<file path="config.mk">
export PLATFORM = sky130hd
export DESIGN_NAME = sm_2c_lane_converter
export DESIGN_NICKNAME = d
export VERILOG_FILES = /design/src/rtl/sm_2c_lane_converter.sv
export SDC_FILE = /design/constraint.sdc
export NUM_CORES = 1
export LEC_CHECK = 0
export CORE_ASPECT_RATIO = 1.1
export CORE_MARGIN = 8
export CORE_UTILIZATION = 51
export DETAILED_ROUTE_END_ITERATION = 7
export GPL_TIMING_DRIVEN = 0
export HOLD_SLACK_MARGIN = 0.02
export PLACE_DENSITY_LB_ADDON = 0.2
export SETUP_SLACK_MARGIN = 0.05
export SLEW_MARGIN = 15
export SYNTH_ARGS = -nofsm -noshare
export SYNTH_HDL_FRONTEND = slang
export SYNTH_SLANG_ARGS = --single-unit
</file>
<file path="constraint.sdc">
create_clock -name clk -period 10.19 [get_ports clk]
set_clock_uncertainty 0.15 [all_clocks]
set_input_delay 2.038 -clock clk [delete_from_list [all_inputs] [get_ports clk]]
set_output_delay 2.038 -clock clk [all_outputs]
set_load 0.01 [all_outputs]
</file>
<file path="src/rtl/sm_2c_lane_converter.sv">
// Multi-lane sign-magnitude <-> two's-complement converter with a one-deep registered
// valid/ready output stage and a saturating count of exception-flagged lanes.
module sm_2c_lane_converter #(
  parameter int DATA_WIDTH = 8,
  parameter int LANES      = 4,
  parameter int CNT_WIDTH  = 8
) (
  input  logic                        clk,
  input  logic                        rst,
  input  logic                        in_valid,
  output logic                        in_ready,
  input  logic                        in_mode,
  input  logic [LANES*DATA_WIDTH-1:0] in_data,
  output logic                        out_valid,
  input  logic                        out_ready,
  output logic                        out_mode,
  output logic [LANES*DATA_WIDTH-1:0] out_data,
  output logic [LANES-1:0]            out_flags,
  output logic [CNT_WIDTH-1:0]        err_count,
  input  logic                        clr_count
);

  localparam int W  = DATA_WIDTH;
  localparam int SW = CNT_WIDTH + $clog2(LANES + 1) + 1;
  localparam logic [SW-1:0] CNT_MAX = SW'({CNT_WIDTH{1'b1}});

  // Returns {flag, converted lane}
  function automatic logic [W:0] sm_to_2c(input logic [W-1:0] x);
    logic [W-1:0] mag;
    logic [W:0]   res;
    mag = {1'b0, x[W-2:0]};
    res = {1'b0, mag};
    if (x[W-1]) begin
      if (mag == '0) res = {1'b1, {W{1'b0}}};
      else           res = {1'b0, ~mag + 1'b1};
    end
    return res;
  endfunction

  // The most negative code has no sign-magnitude form; it saturates to all ones
  function automatic logic [W:0] tc_to_sm(input logic [W-1:0] x);
    logic [W-1:0] neg;
    logic [W:0]   res;
    neg = ~x + 1'b1;
    res = {1'b0, x};
    if (x[W-1]) begin
      if (x[W-2:0] == '0) res = {1'b1, {W{1'b1}}};
      else                res = {1'b0, 1'b1, neg[W-2:0]};
    end
    return res;
  endfunction

  logic                        out_valid_d, out_valid_q;
  logic                        out_mode_d,  out_mode_q;
  logic [LANES*DATA_WIDTH-1:0] out_data_d,  out_data_q;
  logic [LANES-1:0]            out_flags_d, out_flags_q;
  logic [CNT_WIDTH-1:0]        err_count_d, err_count_q;

  logic [LANES*DATA_WIDTH-1:0] conv_data;
  logic [LANES-1:0]            conv_flags;
  logic [SW-1:0]               pop;
  logic [SW-1:0]               cnt_sum;
  logic                        accept;

  assign in_ready = !rst && (!out_valid_q || out_ready);
  assign accept   = in_valid && in_ready;

  always_comb begin
    logic [W:0] lane_res;
    conv_data  = '0;
    conv_flags = '0;
    pop        = '0;
    lane_res   = '0;
    for (int i = 0; i < LANES; i++) begin
      if (in_mode) lane_res = tc_to_sm(in_data[i*W +: W]);
      else         lane_res = sm_to_2c(in_data[i*W +: W]);
      conv_data[i*W +: W] = lane_res[W-1:0];
      conv_flags[i]       = lane_res[W];
      pop                 = pop + SW'(lane_res[W]);
    end
  end

  always_comb begin
    out_valid_d = out_valid_q;
    out_mode_d  = out_mode_q;
    out_data_d  = out_data_q;
    out_flags_d = out_flags_q;
    err_count_d = err_count_q;
    cnt_sum     = '0;

    if (accept) begin
      out_valid_d = 1'b1;
      out_mode_d  = in_mode;
      out_data_d  = conv_data;
      out_flags_d = conv_flags;
      // Clear applies before the new flags are added
      cnt_sum     = (clr_count ? '0 : SW'(err_count_q)) + pop;
      err_count_d = (cnt_sum > CNT_MAX) ? {CNT_WIDTH{1'b1}} : cnt_sum[CNT_WIDTH-1:0];
    end else begin
      if (out_ready) out_valid_d = 1'b0;
      if (clr_count) err_count_d = '0;
    end
  end

  always_ff @(posedge clk) begin
    if (rst) begin
      out_valid_q <= 1'b0;
      out_mode_q  <= 1'b0;
      out_data_q  <= '0;
      out_flags_q <= '0;
      err_count_q <= '0;
    end else begin
      out_valid_q <= out_valid_d;
      out_mode_q  <= out_mode_d;
      out_data_q  <= out_data_d;
      out_flags_q <= out_flags_d;
      err_count_q <= err_count_d;
    end
  end

  assign out_valid = out_valid_q;
  assign out_mode  = out_mode_q;
  assign out_data  = out_data_q;
  assign out_flags = out_flags_q;
  assign err_count = err_count_q;

endmodule

</file>
==> results.txt <==
Slew Limit Fails: 0
Remaining Overflow, GRT: 0
Port-buffer cells: 83
final hold vios: 0
status: finished, final reports clean
clock root buffer: clkbuf_8
Startpoint Class: primary input
Rows: 28
via/cell ratio: 5.94
DIE HEIGHT: 93.1 um
LEAKAGE: 0.00138 uW
core area: 5290 sq um
Clock power frac: 26.2%
WL per Instance: 16.5 um
Worst-path clk slew: 80 ps
Setup TNS: 0 ps
# DRC: 0
1st-iter DRT viols: 297
actual slew at the worst max-slew pin: 824 ps
Starting Density: 52.1%
slew margin rel.: 44.3%
die area: 8020 sq um
EDFF count, synth: 0
switching share of power: 28.8%
via count: 3,042
Crit. End Element: primary output
Final Critical Period: 6290 ps
Clock Sinks: 46
Achievable Freq: 159 MHz
Hold WS: 302 ps
sequential share of power: 48.9%
GPL Wtd Cong: 0.893
clk_lat worst skew: 290 ps
post-route cell area: 3760 sq um
share of post-route cells with drive strength above 1: 4.81%
initial antenna violation count: 0
die width: 86.1 um
maxcap violations: 0
Syn-to-layout area delta: 36.4%
Setup Buffers After CTS: 0
Int Power: 287 uW
post-synthesis register bit count: 46
RSZ-0062 raised after global routing: no
first-pass GRT wire length: 13,700 um
total track usage: 20.8%
CTS resizes: 0
placed cell area: 3680 sq um
crit path max fanout: 10
Unique masters post-synth: 60
CTS buffer count: 5
yosys warns: 0
CTS hold repair buffers: 0
period utilisation layout: 61.7%
cells after synthesis: 347
Peak VDD IR: 0.0674 mV
Cell Area, Synth: 2760 sq um
largest net degree at the start of global routing: 14
CTS tree: done
Psw: 116 uW
Post-layout nets: 483
Finish-stage setup viols: 0
Avg Inst Size Synth: 7.95 sq um
# H-tree levels: 2
DR pass1 iterations: 5
via count of the first global-routing pass: 2,971
Critical Path RT: 8000 ps
# IOs: 85
pwr dens: 107 nW/um^2
ys async rst share: 0%
Clock Tree Buf Depth: 2
Syn Nets: 393
ant diodes: 0
residual antenna-violating net count after detailed routing: 0
share of total power in combinational logic: 24.9%
final core area utilization: 71.1%
final WL: 8430 um
Worst Hold Class: reg -> reg
Post-DP HPWL: 6410 um
sequential fraction of the synthesis area: 33.4%
WS Path Type: in -> out
data arrival time of the critical path: 4100 ps
Top FF cell, synth: dfxtp_1
-- worst paths after layout --
check | start | endpoint | slack [ps] | cells after the start
worst max-delay path | rst | in_ready | 3900 | 5
worst min register to register | out_data[20] | out_data[20] | 300 | 2
worst max register to register | err_count[0] | err_count[6] | 7690 | 8
worst min-delay path | out_data[20] | out_data[20] | 300 | 2
-- layer usage --
layer  vias up  routed length [um]  GRT usage, %  part of all wire, %
li1       1466                   -             -                    -
met1      1415                3470          23.8                   41
met2       146                4030          35.4                   48
met3        15                 784          6.58                  9.3
met4         0                 150          7.46                  1.8
met5         -                   0             0                    0
-- through the flow --
step | total power [uW] | std cells | worst slack (ps)
after floorplan | 245 | 347 | 4750
after global placement | 299 | 505 | 3920
after detailed placement | 301 | 505 | 3850
after CTS | 403 | 512 | 3930
after global routing | 421 | 512 | 3590
final | 403 | 512 | 3900
-- critical path: stages --
cell and delay (ps):
clkdlybuf4s50_1 550, clkbuf_1 420, buf_1 490, nor2_1 100, clkdlybuf4s50_1 500
-- sequential cells by signal, indices dropped and copies added, names as in the netlist --
register,cells
err_count,8
out_data,32
out_flags,4
out_mode,1
out_valid,1
-- final cells by class --
class | instances | area, sq um
Sequential cell | 46 | 921
Timing Repair Buffer | 83 | 831
Fill cell | 447 | 1530
Multi-Input combinational cell | 262 | 1690
Buffer | 18 | 72.6
Clock buffer | 5 | 68.8
Tap cell | 75 | 93.8
Inverter | 21 | 78.8
Clock inverter | 2 | 10.0
-- power by group through the flow --
| stage | Clock (uW) | Sequential (uW) | Combinational (uW) |
|---|---|---|---|
| after detailed placement | 0 | 201 | 99.5 |
| after CTS | 106 | 197 | 100 |
| final | 106 | 197 | 100 |
| after floorplan | 0 | 206 | 39.1 |
| after global placement | 0 | 201 | 97.9 |
| after global routing | 114 | 198 | 109 |
-- placed cells by master, fill, tap and decap left out, types with 6 or more instances in the layout --
cell type | synthesis | layout
nand2b_1 | 8 | 8
nor3_1 | 10 | 10
clkdlybuf4s50_1 | 0 | 83
nand2_1 | 25 | 25
a21o_1 | 7 | 7
nor2_1 | 17 | 17
nor2b_1 | 9 | 9
inv_1 | 20 | 20
o31ai_1 | 8 | 8
clkbuf_1 | 14 | 14
nand3_1 | 27 | 27
a21oi_1 | 22 | 22
dfxtp_1 | 46 | 46
a31oi_1 | 6 | 6
o211ai_1 | 8 | 8
o21ai_0 | 30 | 30
-- cells by family (layout without fill, tap and decap cells) --
| kind of cell | after synthesis | after routing | synth area share [%] |
|---|---|---|---|
| xor gates and xnor gates | 2 | 2 | 0.635 |
| AOI/OAI and AO/OA | 118 | 118 | 28.6 |
| DFF | 46 | 46 | 33.4 |
| muxes | 5 | 5 | 1.86 |
| adders and majority gates | 8 | 8 | 4.45 |
| and+or+nand+nor | 129 | 129 | 25.6 |
| buffers and inverters | 39 | 129 | 5.49 |
-- Yosys cell counts (2+ instances only) --
| cell type | count | area share [%] |
|---|---|---|
| nor3_1 | 10 | 1.8 |
| nand3_1 | 27 | 4.9 |
| or3b_2 | 3 | 0.95 |
| a32o_1 | 3 | 1.1 |
| o31a_1 | 2 | 0.64 |
| nand2b_1 | 8 | 1.8 |
| a21o_1 | 7 | 1.9 |
| or4_1 | 4 | 1.1 |
| nor2b_1 | 9 | 2.0 |
| fa_1 | 3 | 2.2 |
| mux2i_1 | 4 | 1.5 |
| nand3b_1 | 2 | 0.54 |
| o211ai_1 | 8 | 2.2 |
| a21oi_1 | 22 | 4.0 |
| inv_1 | 20 | 2.7 |
| a211o_1 | 4 | 1.3 |
| nor4b_1 | 3 | 0.95 |
| nor4_1 | 3 | 0.68 |
| a22o_1 | 2 | 0.64 |
| o21ai_0 | 30 | 5.4 |
| a21boi_0 | 3 | 0.82 |
| nor3b_1 | 4 | 1.1 |
| o311ai_0 | 4 | 1.3 |
| or2_2 | 2 | 0.45 |
| nand2_1 | 25 | 3.4 |
| or4b_1 | 2 | 0.73 |
| a31oi_1 | 6 | 1.4 |
| buf_1 | 2 | 0.27 |
| ha_1 | 5 | 2.3 |
| o21a_1 | 3 | 0.82 |
| o31ai_1 | 8 | 2.2 |
| dfxtp_1 | 46 | 33 |
| nor2_1 | 17 | 2.3 |
| clkbuf_1 | 14 | 1.9 |
| and3_1 | 2 | 0.45 |
| or3_1 | 2 | 0.45 |
| o2111ai_1 | 2 | 0.64 |
| a211oi_1 | 4 | 1.1 |
Power figures use the tool's default switching activity.
